## src/rtl/known_ch_table.sv

```systemverilog
`default_nettype none
// ============================================================================
// Module  : known_ch_table
// Collects cluster-head adverts until idle timeout, then picks one entry:
// fewest hops, then highest Q, then lowest ID.
// Option  : KCH_DUP_UPDATE_EN -- a repeated ID updates its stored entry in place.
// Revision: 1.0
// ============================================================================
module known_ch_table #(
   parameter int WORD_WIDTH     = 16,
   parameter int NUM_ENTRIES    = 16,
   parameter int TIMEOUT_CYCLES = 64
) (
   input  logic                              clk,
   input  logic                              rst,
   input  logic                              en_KCH,
   input  logic                              HB_reset,
   input  logic [WORD_WIDTH-1:0]             HB_CHlimit,
   input  logic [WORD_WIDTH-1:0]             fCH_ID,
   input  logic [WORD_WIDTH-1:0]             fCH_Hops,
   input  logic [WORD_WIDTH-1:0]             fCH_QValue,
   output logic [WORD_WIDTH-1:0]             chosenCH,
   output logic [WORD_WIDTH-1:0]             hopsfromCH,
   output logic                              ch_valid,
   output logic [$clog2(NUM_ENTRIES+1)-1:0]  ch_count,
   output logic                              busy
);

   localparam int CW = $clog2(NUM_ENTRIES + 1);
   localparam int IW = (NUM_ENTRIES > 1) ? $clog2(NUM_ENTRIES) : 1;
   localparam logic [WORD_WIDTH-1:0] C_ONES    = '1;
   localparam logic [WORD_WIDTH-1:0] C_TIMEOUT = WORD_WIDTH'(TIMEOUT_CYCLES);
   localparam logic [CW-1:0]         C_DEPTH   = CW'(NUM_ENTRIES);

   typedef enum logic [1:0] {
      S_IDLE    = 2'd0,
      S_COLLECT = 2'd1,
      S_EVAL    = 2'd2,
      S_DONE    = 2'd3
   } state_t;

   state_t                 state_q, state_d;
   logic [CW-1:0]          count_q, count_d;
   logic [WORD_WIDTH-1:0]  timer_q, timer_d;
   logic [IW-1:0]          scan_q, scan_d;
   logic [WORD_WIDTH-1:0]  best_hops_q, best_hops_d;
   logic [WORD_WIDTH-1:0]  best_qv_q, best_qv_d;
   logic [WORD_WIDTH-1:0]  best_id_q, best_id_d;
   logic [WORD_WIDTH-1:0]  chosen_q, chosen_d;
   logic [WORD_WIDTH-1:0]  hops_out_q, hops_out_d;

   logic [WORD_WIDTH-1:0]  tbl_id_q   [NUM_ENTRIES];
   logic [WORD_WIDTH-1:0]  tbl_hops_q [NUM_ENTRIES];
   logic [WORD_WIDTH-1:0]  tbl_qv_q   [NUM_ENTRIES];

   logic                   wr_en;
   logic                   wr_new;
   logic [IW-1:0]          wr_idx;
   logic [CW-1:0]          limit;
   logic                   dup_hit;
   logic [IW-1:0]          dup_idx;
   logic [WORD_WIDTH-1:0]  cur_id, cur_hops, cur_qv;
   logic                   replace;
   logic                   last_scan;

   // Zero, or anything above the table depth, means "use the whole table".
   always_comb begin
      if ((HB_CHlimit == '0) || (HB_CHlimit > WORD_WIDTH'(NUM_ENTRIES))) begin
         limit = C_DEPTH;
      end else begin
         limit = CW'(HB_CHlimit);
      end
   end

`ifdef KCH_DUP_UPDATE_EN
   always_comb begin
      dup_hit = 1'b0;
      dup_idx = '0;
      for (int i = 0; i < NUM_ENTRIES; i++) begin
         if (!dup_hit && (CW'(i) < count_q) && (tbl_id_q[i] == fCH_ID)) begin
            dup_hit = 1'b1;
            dup_idx = IW'(i);
         end
      end
   end
`else
   assign dup_hit = 1'b0;
   assign dup_idx = '0;
`endif

   assign cur_id    = tbl_id_q[scan_q];
   assign cur_hops  = tbl_hops_q[scan_q];
   assign cur_qv    = tbl_qv_q[scan_q];
   assign last_scan = ((CW'(scan_q) + CW'(1)) >= count_q);

   assign replace = (cur_hops < best_hops_q) ||
                    ((cur_hops == best_hops_q) && (cur_qv > best_qv_q)) ||
                    ((cur_hops == best_hops_q) && (cur_qv == best_qv_q) && (cur_id < best_id_q));

   always_comb begin
      state_d     = state_q;
      count_d     = count_q;
      timer_d     = timer_q;
      scan_d      = scan_q;
      best_hops_d = best_hops_q;
      best_qv_d   = best_qv_q;
      best_id_d   = best_id_q;
      chosen_d    = chosen_q;
      hops_out_d  = hops_out_q;
      wr_en       = 1'b0;
      wr_new      = 1'b0;
      wr_idx      = count_q[IW-1:0];

      case (state_q)
         S_IDLE: begin
            if (en_KCH) begin
               wr_en   = 1'b1;
               wr_new  = 1'b1;
               wr_idx  = '0;
               count_d = CW'(1);
               timer_d = C_TIMEOUT;
               state_d = S_COLLECT;
            end
         end
         S_COLLECT: begin
            if (en_KCH && dup_hit) begin
               wr_en   = 1'b1;
               wr_idx  = dup_idx;
               timer_d = C_TIMEOUT;
            end else if (en_KCH && (count_q < limit)) begin
               wr_en   = 1'b1;
               wr_new  = 1'b1;
               count_d = count_q + CW'(1);
               timer_d = C_TIMEOUT;
            end else if (timer_q <= WORD_WIDTH'(1)) begin
               // Dropped adverts fall through here too: they never reload the timer.
               timer_d     = '0;
               scan_d      = '0;
               best_hops_d = C_ONES;
               best_qv_d   = '0;
               best_id_d   = C_ONES;
               state_d     = S_EVAL;
            end else begin
               timer_d = timer_q - WORD_WIDTH'(1);
            end
         end
         S_EVAL: begin
            if (replace) begin
               best_hops_d = cur_hops;
               best_qv_d   = cur_qv;
               best_id_d   = cur_id;
            end
            // Outputs load with the final comparison folded in so they line up with ch_valid.
            if (last_scan) begin
               chosen_d   = replace ? cur_id   : best_id_q;
               hops_out_d = replace ? cur_hops : best_hops_q;
               state_d    = S_DONE;
            end else begin
               scan_d = scan_q + IW'(1);
            end
         end
         S_DONE: begin
            count_d = '0;
            state_d = S_IDLE;
         end
         default: begin
            state_d = S_IDLE;
         end
      endcase

      if (HB_reset) begin
         state_d    = S_IDLE;
         count_d    = '0;
         timer_d    = '0;
         chosen_d   = chosen_q;
         hops_out_d = hops_out_q;
         wr_en      = 1'b0;
      end
   end

   always_ff @(posedge clk) begin
      if (rst) begin
         state_q     <= S_IDLE;
         count_q     <= '0;
         timer_q     <= '0;
         scan_q      <= '0;
         best_hops_q <= C_ONES;
         best_qv_q   <= '0;
         best_id_q   <= C_ONES;
         chosen_q    <= C_ONES;
         hops_out_q  <= C_ONES;
      end else begin
         state_q     <= state_d;
         count_q     <= count_d;
         timer_q     <= timer_d;
         scan_q      <= scan_d;
         best_hops_q <= best_hops_d;
         best_qv_q   <= best_qv_d;
         best_id_q   <= best_id_d;
         chosen_q    <= chosen_d;
         hops_out_q  <= hops_out_d;
      end
   end

   always_ff @(posedge clk) begin
      if (!rst && wr_en) begin
         if (wr_new) begin
            tbl_id_q[wr_idx] <= fCH_ID;
         end
         tbl_hops_q[wr_idx] <= fCH_Hops;
         tbl_qv_q[wr_idx]   <= fCH_QValue;
      end
   end

   assign chosenCH   = chosen_q;
   assign hopsfromCH = hops_out_q;
   assign ch_valid   = (state_q == S_DONE);
   assign ch_count   = count_q;
   assign busy       = (state_q == S_EVAL) || (state_q == S_DONE);

endmodule

`default_nettype wire

```

## config.mk

```make
export PLATFORM = sky130hd
export DESIGN_NAME = known_ch_table
export DESIGN_NICKNAME = d
export VERILOG_FILES = /design/src/rtl/known_ch_table.sv
export SDC_FILE = /design/constraint.sdc
export NUM_CORES = 1
export LEC_CHECK = 0
export ABC_AREA = 0
export CAP_MARGIN = 20
export CORE_AREA = 2 2 310 312
export DETAILED_ROUTE_END_ITERATION = 10
export DIE_AREA = 0 0 312 314
export GPL_ROUTABILITY_DRIVEN = 0
export PLACE_DENSITY = 0.64
export SETUP_SLACK_MARGIN = 0.4
export SKIP_LAST_GASP = 1
export SYNTH_ARGS = -nofsm -noshare
export SYNTH_HDL_FRONTEND = slang
export SYNTH_SLANG_ARGS = --single-unit
```

## constraint.sdc

```tcl
create_clock -name clk -period 11.15 [get_ports clk]
set_clock_uncertainty 0.05 [all_clocks]
set_input_delay 1.115 -clock clk [delete_from_list [all_inputs] [get_ports clk]]
set_output_delay 1.115 -clock clk [all_outputs]
set_load 0.01 [all_outputs]
```

# Word-level counts from Yosys, hierarchy flattened
# Memories as Yosys holds them, arrays and structs flattened. A register that Yosys moved wholly into a read port is not among the register bits.
# Cells that the tools add are included.
# Widths: inputs -> output; s select.
dict set report op_classes {
  n_eq_ne 12
  n_div 0
  n_lt_le_gt_ge 7
  n_mux 44
  shift 0
  reduce_logical 23
  mul 0
  add_sub_neg 4
  bitwise_logic 1
}
# cell count
set ops {}
lappend ops {{$mux 16} 10}
lappend ops {{$pmux 16 s2} 4}
lappend ops {{$mux 4} 11}
lappend ops {{$eq 16x16->1} 2}
lappend ops {{$lt 16x16->1} 2}
lappend ops {{$gt 16x16->1} 1}
lappend ops {{$gt 16x5->1 const B} 1}
lappend ops {{$le 16x1->1 const B} 1}
lappend ops {{$logic_not 16->1} 1}
lappend ops {{$sub 16x1->16 const B} 1}
lappend ops {{$mux 5} 3}
lappend ops {{$pmux 5 s3} 1}
lappend ops {{$ne 2x2->1 const B} 7}
lappend ops {{$reduce_and 4->1} 3}
lappend ops {{$reduce_and 3->1} 3}
lappend ops {{$mux 1} 8}
lappend ops {{$mux 2} 4}
lappend ops {{$pmux 2 s4} 1}
lappend ops {{$pmux 4 s2} 1}
lappend ops {{$add 4x1->5 const B} 1}
lappend ops {{$add 5x1->5 const B} 1}
lappend ops {{$ge 5x5->1} 1}
lappend ops {{$logic_and 1x1->1} 5}
lappend ops {{$lt 5x5->1} 1}
lappend ops {{other kinds (12)} 17}
dict set report word_totals {
  ram_bits 768
  mem_count 3
  mem_bits_ro 0
  regBits 107
  latch_bits 0
  input_bits 68
}
# memory words width read_ports rd_ports_with_merged_regs write_ports line
set mem_list {}
lappend mem_list {tbl_hops_q 16 16 1 1 1 53} ;# logic [WORD_WIDTH-1:0] tbl_hops_q [NUM_ENTRIES];
lappend mem_list {tbl_id_q 16 16 1 1 1 52} ;# logic [WORD_WIDTH-1:0] tbl_id_q [NUM_ENTRIES];
lappend mem_list {tbl_qv_q 16 16 1 1 1 54} ;# logic [WORD_WIDTH-1:0] tbl_qv_q [NUM_ENTRIES];

# Longest topological paths before layout
# Gate-level depths: netlist (run 1).
dict set report depth {
  word_depth 11
  mapped_depth 19
}

# Worst setup path after synthesis (run 1)
# Ideal clock, no wire load.
dict set report synth_path {
  path_type {in2reg}
  start {in HB_CHlimit[0]}
  end {mem tbl_hops_q[15][0], enable pin}
  t_required_ps 10639
  stages 11
  path_buffers 1
  setup_ps 461
  setup_slack_ps 5145
  arrival_time_ps 5494
  path_cell_list {nor4_1 xor2_1 nor2_1 nand2_1 ha_1 or4b_1 o31a_1 o21ai_1 nand4b_1 clkbuf_1 nor3_1}
}
dict set report synth_between {
  elab_chain_len 11
  word_cells_on_any_way 12
  classes_between {2 x order compare; 6 x mux; 4 x reduce/logical}
}
# item line
set synth_lines {}
lappend synth_lines {{from (decl)} 18} ;# input logic [WORD_WIDTH-1:0] HB_CHlimit,
lappend synth_lines {{$gt 16x5->1 or $logic_not 16->1 (tied branches)} 68} ;# if ((HB_CHlimit == '0) || (HB_CHlimit > WORD_WIDTH'(NUM_ENTRIES))) begin
lappend synth_lines {{$logic_or 1x1->1} 68}
lappend synth_lines {{$mux 5 *} 68}
lappend synth_lines {{$lt 5x5->1 *} 130} ;# end else if (en_KCH && (count_q < limit)) begin
lappend synth_lines {{$logic_and 1x1->1 *} 130}
lappend synth_lines {{$mux 1 *} 130}
lappend synth_lines {{$pmux 1 s2 *} 114} ;# case (state_q)
lappend synth_lines {{$mux 1 *} 171} ;# if (HB_reset) begin
lappend synth_lines {{$logic_and 1x1->1 *} 206} ;# if (!rst && wr_en) begin
lappend synth_lines {{$mux 1 *} 206}
lappend synth_lines {{$mux 1 (implied by the code) *} 210} ;# tbl_hops_q[wr_idx] <= fCH_Hops;
lappend synth_lines {{to (decl)} 53}
# Mark *: on every way between the ends. The rest lies on a longest branch, timed or not.

==> results of run 1 <==
==> layout make-up <==
type | count | area share
antenna | 1 | 0.00006042
clock buffer | 111 | 0.05834
clock inverter | 55 | 0.01278
inverter | 62 | 0.005650
multi-input combinational | 831 | 0.2383
sequential | 879 | 0.6107
tap | 1265 | 0.03822
timing repair buffer | 156 | 0.03589
==> stage by stage <==
| step | instance area [um^2] | setup WS [ps] | util | total power [W] | cells |
|---|---|---|---|---|---|
| finish | 41410 | 4928 | 0.4385 | 0.006716 | 3360 |
| global route | 41410 | 4558 | 0.4385 | 0.006916 | 3360 |
| CTS | 41380 | 4702 | 0.4382 | 0.006772 | 3358 |
| detailed placement | 38440 | 4677 | 0.4070 | 0.003822 | 3192 |
| global placement | 38410 | 4725 | 0.4067 | 0.003813 | 3191 |
| floorplan | 35750 | 5145 | - | 0.003729 | 1892 |
==> registers in the layout (all words and copies together), names as in the netlist, 16 cells and up, named ones only <==
register / count
best_hops_q: 16
best_id_q: 16
best_qv_q: 16
chosenCH: 16
hopsfromCH: 16
tbl_hops_q: 256
tbl_id_q: 256
tbl_qv_q: 256
timer_q: 16
==> worst paths after layout <==
kind / to / from / slack, ps
min reg2reg: best_qv_q[14] / best_qv_q[14] / 420
min: best_qv_q[14] / best_qv_q[14] / 420
max reg2reg: best_hops_q[8] / flop / 4930
max: best_hops_q[8] / flop / 4930
==> tightest hold or removal path, delay by kind of cell, from the launching register on <==
family,cells,cell delay (ps)
AND/OR/NAND/NOR,1,60
flip-flops,1,310
AO/OA/AOI/OAI,1,50
==> power by group through the flow <==
stage | combinational [W] | sequential [W] | clock [W]
floorplan | 0.0000707 | 0.00366 | 0
global placement | 0.000155 | 0.00366 | 0
detailed placement | 0.000163 | 0.00366 | 0
CTS | 0.000164 | 0.00359 | 0.00302
global route | 0.000178 | 0.00359 | 0.00315
finish | 0.000164 | 0.00359 | 0.00296
==> kinds of logic (layout without fill, tap and decap cells) <==
kind of cell	Yosys count	in the layout	share of synthesized area
flops	879	879	0.7073
simple gates	300	300	0.04463
mux	243	243	0.1510
compound gates	216	216	0.05117
buf+inv	182	384	0.02153
fa+ha+maj	64	64	0.02240
xor+xnor	8	8	0.001960
other cells	0	1	0
==> cell usage in the layout (no fill, tap or decap), drive strengths merged, types with 46 or more instances in the layout <==
| cell | count |
|---|---|
| buf | 51 |
| clkbuf | 111 |
| clkdlybuf4s50 | 105 |
| clkinv | 46 |
| dfxtp | 111 |
| edfxtp | 768 |
| ha | 64 |
| inv | 63 |
| mux4 | 237 |
| nor2 | 73 |
==> per-layer routing <==
layer / routed length (um) / vias to the layer above / GRT usage / share of wire
li1: - / 8090 / - / -
met1: 35820 / 9877 / 0.2334 / 0.42
met2: 42050 / 634 / 0.2877 / 0.50
met3: 5319 / 127 / 0.03294 / 0.063
met4: 1567 / 14 / 0.04677 / 0.018
met5: 93 / - / 0 / 0.0011
==> cell usage after synthesis, types with 3 or more instances <==
library cell  instances  area [um^2]
a2111o_1              3        33.78
a2111oi_0            22        192.7
a2111oi_2            10        150.1
a211oi_1              5        37.54
a21o_1                8        60.06
a21oi_1              28        140.1
a221oi_1             33        289.0
a31oi_1               9        56.30
and2_1                5        31.28
buf_1                13        48.80
buf_2                30        150.1
buf_4                 3        22.52
buf_6                 5        56.30
clkbuf_1             69        259.0
dfxtp_1             111         2222
edfxtp_1            768        23060
ha_1                 64        800.8
inv_1                62        232.7
mux2i_1               6        60.06
mux4_2              237         5338
nand2_1              34        127.6
nand2b_1             26        162.7
nand3_1              22        110.1
nand4_1               9        56.30
nor2_1               73        274.0
nor2b_1               6        37.54
nor3_1               20        100.1
nor4_1               38        237.7
o21a_1               10        75.07
o21ai_0              12        60.06
o22a_1                3        26.28
o2bb2ai_1            16        140.1
o31a_1                5        43.79
o32a_1               29        290.3
or2_0                18        112.6
or2_1                14        87.58
or2_2                 7        43.79
or3_1                12        75.07
or4_1                 3        22.52
xnor2_1               6        52.55
==> run metrics, run 1 <==
status=finished clean; CP arrival=around 6700 ps; Worst setup SP type=flop; synthesized area=approximately 36000 um^2; Reg clk slew, reported paths=60 ps; Post-Syn Instances=approximately 1900; Crit Path Class=reg2reg; largest net degree at the start of global routing=roughly 110; Worst Hold Class=reg2reg; Die X-Extent=~310 um; Post-Route WL=~85000 um; RSZ-0062 raised after global routing=false; crit path buf inv count=3; die area=around 100000 um^2; Via Count=between 15000 and 20000; CP endpoint kind=flop; layout cell share with drive strength beyond 1=0.2264; ys flop type=edfxtp_1; critical path depth in cells=12; Post-CTS Setup Bufs=0; drt drc=0; sequential group share of total power=0.534; 1st-iter DRT viols=about 2000; final setup TNS=0 ps; layout filler cell count=~8000; Setup-failing EPs final=0; max cap viols=0; Clock Latency Late Sink=650 ps; crit-path leading delay family=buffers and inverters; post-detail-place hpwl=approximately 46000 um; Async SR Flop Fraction=0; WHS=416.3 ps; row count=around 110; crit path time final=between 6000 and 7000 ps; TritonRoute pass-1 iters=5; Resized cells post-CTS=0; count of final hold-check violations=0; synthesis-to-finish area growth=15.86%; sequential share of the synthesized area=0.7073; Yosys warnings=0; cts bufs inserted=between 80 and 90; Initial Utilization=0.3785; f_max=around 0.16 GHz; maximum root-to-sink buffer count=3; internal power component=between 0.005 and 0.006 W; CTS tree=yes; Crit path largest cell delay=880 ps; Net Count, Synth=2024; IO Count=107; initial antenna violation count=10; core region area=around 94000 um^2; FF+latch count, synth=879; period utilization=0.5580; vias per cell=~5.6; crit-path cells=buf_4, mux4_2, mux4_2, ha_1, nand4_1, or4_1, nor4_4, o2111ai_4, buf_4, a2111o_1, buf_16, o32a_1; Port Buffers=106; Gate power share=0.024; Hold-fix buffers, CTS=0; Leak=12.80 nW; sw power=between 0.001 and 0.0015 W; peak supply drop=around 0.12 mV; register area=approximately 25000 um^2; CP max stage cell=dfxtp_4; CTS root buffer=clkbuf_16; Post-DRT Antenna Nets=0; height of the chip=~310 um; gr usage total=0.1728; first-pass GRT wire length=~130000 um; Avg Synthesized Cell Area=about 19 um^2; WL/cell=between 20 and 30 um; Clk pwr share=0.441; sw frac=0.2034; PwrDens=~160 nW/um^2; Critical Path RT=about 12000 ps; final number of max-transition violations=0; largest fanout on the critical path=42; Remaining Overflow, GRT=0; TritonCTS Sinks=between 800 and 900; Max-Slew Margin vs Limit=0.2420; H-tree Lvls=3; Cells on Worst Hold Path=2; Multi-input gate area=9871 um^2; Yosys cell types=69; nets=around 2200; EDFF count, synth=768; Worst Tran Pin Value=~1100 ps; worst reg2reg path depth=12; vias in the first global route=between 15000 and 20000
No activity file was read; power rests on OpenSTA's default activity.
==> run 2: changes to the inputs <==
--- a/config.mk
+++ b/config.mk
@@ -11,7 +11,7 @@
 export DETAILED_ROUTE_END_ITERATION = 10
 export DIE_AREA = 0 0 312 314
 export GPL_ROUTABILITY_DRIVEN = 0
-export PLACE_DENSITY = 0.64
+export PLACE_DENSITY = 0.66
 export SETUP_SLACK_MARGIN = 0.4
 export SKIP_LAST_GASP = 1
 export SYNTH_ARGS = -nofsm -noshare
==> constraint.sdc (replaced) <==
create_clock -name clk -period 5.7 [get_ports clk]
set_clock_uncertainty 0.05 [all_clocks]
set_input_delay 0.57 -clock clk [delete_from_list [all_inputs] [get_ports clk]]
set_output_delay 0.57 -clock clk [all_outputs]
set_load 0.01 [all_outputs]
==> run 2 against run 1 <==
Against the previous run: clock power is 94% higher; maximum frequency rose by 22%; final area increased by 0.56%; register-to-register slack worse by 4300 ps; sequential share of layout area shrank 0.34 points; non-clock buffer count is 13 higher; routed wire length down 2.5%; global-route usage down 0.51 points.
==> run metrics, run 2 (same netlist as run 1, synthesis figures left out) <==
H-tree Lvls=3 (unchanged); CTS tree=yes; Critical Path RT=6120 ps (-5510 ps); Max-Slew Margin vs Limit=0.2561 (+0.01413); most frequent cells in the layout=edfxtp_1, mux4_2, dfxtp_1, clkdlybuf4s50_1, clkbuf_16; PwrDens=313.9 nW/um^2 (+94%); Crit Path Class=reg2reg; Final WS setup=592.1 ps (-4336 ps); Worst Hold Class=in2reg; Post-Route WL=82760 um (-2.5%); core region area=94450 um^2 (unchanged); height of the chip=314 um (unchanged); synthesis-to-finish area growth=16.50%; first-pass GRT wire length=123700 um (-1.9%); Post-DRT Antenna Nets=0 (unchanged); vias per cell=5.559 (-0.35%); Post-CTS Setup Bufs=0 (unchanged); Clock Latency Late Sink=670 ps (+20 ps); largest fanout on the critical path=39 (-7.1%); gr usage total=0.1677 (-0.005058); TritonCTS Sinks=879 (unchanged); die area=97970 um^2 (unchanged); Setup-failing EPs final=0 (unchanged); f_max=0.1958 GHz (+22%); final number of max-transition violations=0 (unchanged); Worst setup SP type=flop; period utilization=0.8961 (+0.3381); Port Buffers=106 (unchanged); Initial Utilization=0.3785 (unchanged); Via Count=18716 (-0.14%); crit-path leading delay family=simple AND/OR/NAND/NOR gates; TritonRoute pass-1 iters=5 (unchanged); CP endpoint kind=flop; maximum root-to-sink buffer count=3 (unchanged); Remaining Overflow, GRT=0 (unchanged); initial antenna violation count=4 (-6); IO Count=107 (unchanged); max cap viols=0 (unchanged); register area=25290 um^2 (unchanged); crit path time final=5108 ps (-1114 ps); RSZ-0062 raised after global routing=true; most common cell after layout, fill and taps aside=edfxtp_1; WHS=330.1 ps (-86.20 ps); Crit path largest cell delay=760 ps (-120 ps); crit path buf inv count=2 (-1); largest net degree at the start of global routing=118 (+3.5%); vias in the first global route=18838 (-1.5%); WL/cell=24.58 um (-2.7%); 1st-iter DRT viols=1707 (-15%); Die X-Extent=312 um (unchanged); layout filler cell count=8014 (-1.8%); crit-path cells=buf_16, mux4_2, mux4_2, ha_1, nand4_1, or4_1, nor4_4, o2111ai_4, buf_4, a2111oi_1, a221oi_1; Worst Tran Pin Value=1116 ps (-21.20 ps); CP arrival=5530 ps (-1170 ps); setup slack at placement=553.9 ps (-4123 ps); CTS root buffer=clkbuf_16; Resized cells post-CTS=0 (unchanged); drt drc=0 (unchanged); Multi-input gate area=9872 um^2 (about the same); Leak=12.85 nW (+0.39%); most frequent CP cell=mux4_2; nets=2160 (+0.42%); peak supply drop=0.2568 mV (+110%); layout cell share with drive strength beyond 1=0.2305 (+0.004115); cts bufs inserted=85 (-4.5%); Regs by FF count=tbl_hops_q x256, tbl_id_q x256, tbl_qv_q x256; post-route cell area=41640 um^2 (+0.56%); final setup TNS=0 ps (unchanged); placed standard-cell area=38730 um^2 (+0.75%); CP max stage cell=a2111oi_1; Reg clk slew, reported paths=60 ps (about the same); Hold-fix buffers, CTS=0 (unchanged); status=finished clean; count of final hold-check violations=0 (unchanged); post-detail-place hpwl=50250 um (+9.1%); row count=113 (unchanged)
## run 2: cell types whose count changed in the layout (fill, tap and decap cells not counted), moves of 3 or more
cell / previous run / this run
clkbuf_1: 13 / 21
clkinvlp_4: 1 / 4
clkbuf_16: 91 / 86
clkinv_2: 20 / 15
clkinv_1: 20 / 10
buf_12: 1 / 17
buf_4: 48 / 45
## run 2: final timing paths
path                              startpoint      endpoint  slack [ps]  cells past startpoint
worst max-delay path                    flop   chosenCH[7]         590                     11
worst min-delay path                     rst     scan_q[3]         330                      2
worst max register to register          flop   chosenCH[7]         590                     11
worst min register to register  best_qv_q[6]  best_qv_q[6]         410                      2
## run 2: per-stage QoR
| stage | power, W | utilization | cells |
|---|---|---|---|
| 6_report | 0.01307 | 0.4409 | 3367 |
| 5_1_grt | 0.01343 | 0.4409 | 3365 |
| 4_1_cts | 0.01318 | 0.4407 | 3365 |
| 3_5_place_dp | 0.007478 | 0.4101 | 3206 |
| 3_3_place_gp | 0.007461 | 0.4101 | 3206 |
| 2_1_floorplan | 0.007294 | - | 1892 |
## run 2: report_power, final
part / internal [W] / total [W] / switching, W
combinational: 0.000114 / 0.000323 / 0.000210
sequential: 0.00701 / 0.00702 / 0.0000102
clock: 0.00330 / 0.00573 / 0.00242
## run 2: area by class of cell
cell class / instances / area share
antenna: 2 / 0.0001202
clock inverter: 46 / 0.01385
timing repair buffer: 169 / 0.04245
tap: 1265 / 0.03801
inverter: 62 / 0.005618
clock buffer: 113 / 0.05555
multi-input combinational: 831 / 0.2371
sequential: 879 / 0.6073
## run 2: metal layers
layer | GRT usage | share of wire | up-vias
met5 | 0 | 0.00046 | -
met4 | 0.04469 | 0.020 | 6
met3 | 0.02787 | 0.062 | 111
met2 | 0.2713 | 0.48 | 629
met1 | 0.2367 | 0.43 | 9843
li1 | - | - | 8127
## run 2: worst register-to-register path, cell delays in order, from the launching register on
cell	delay [ps]
dfxtp_4	540
buf_16	320
mux4_2	610
mux4_2	500
ha_1	350
nand4_1	170
or4_1	710
nor4_4	340
o2111ai_4	150
buf_4	300
a2111oi_1	770
a221oi_1	100
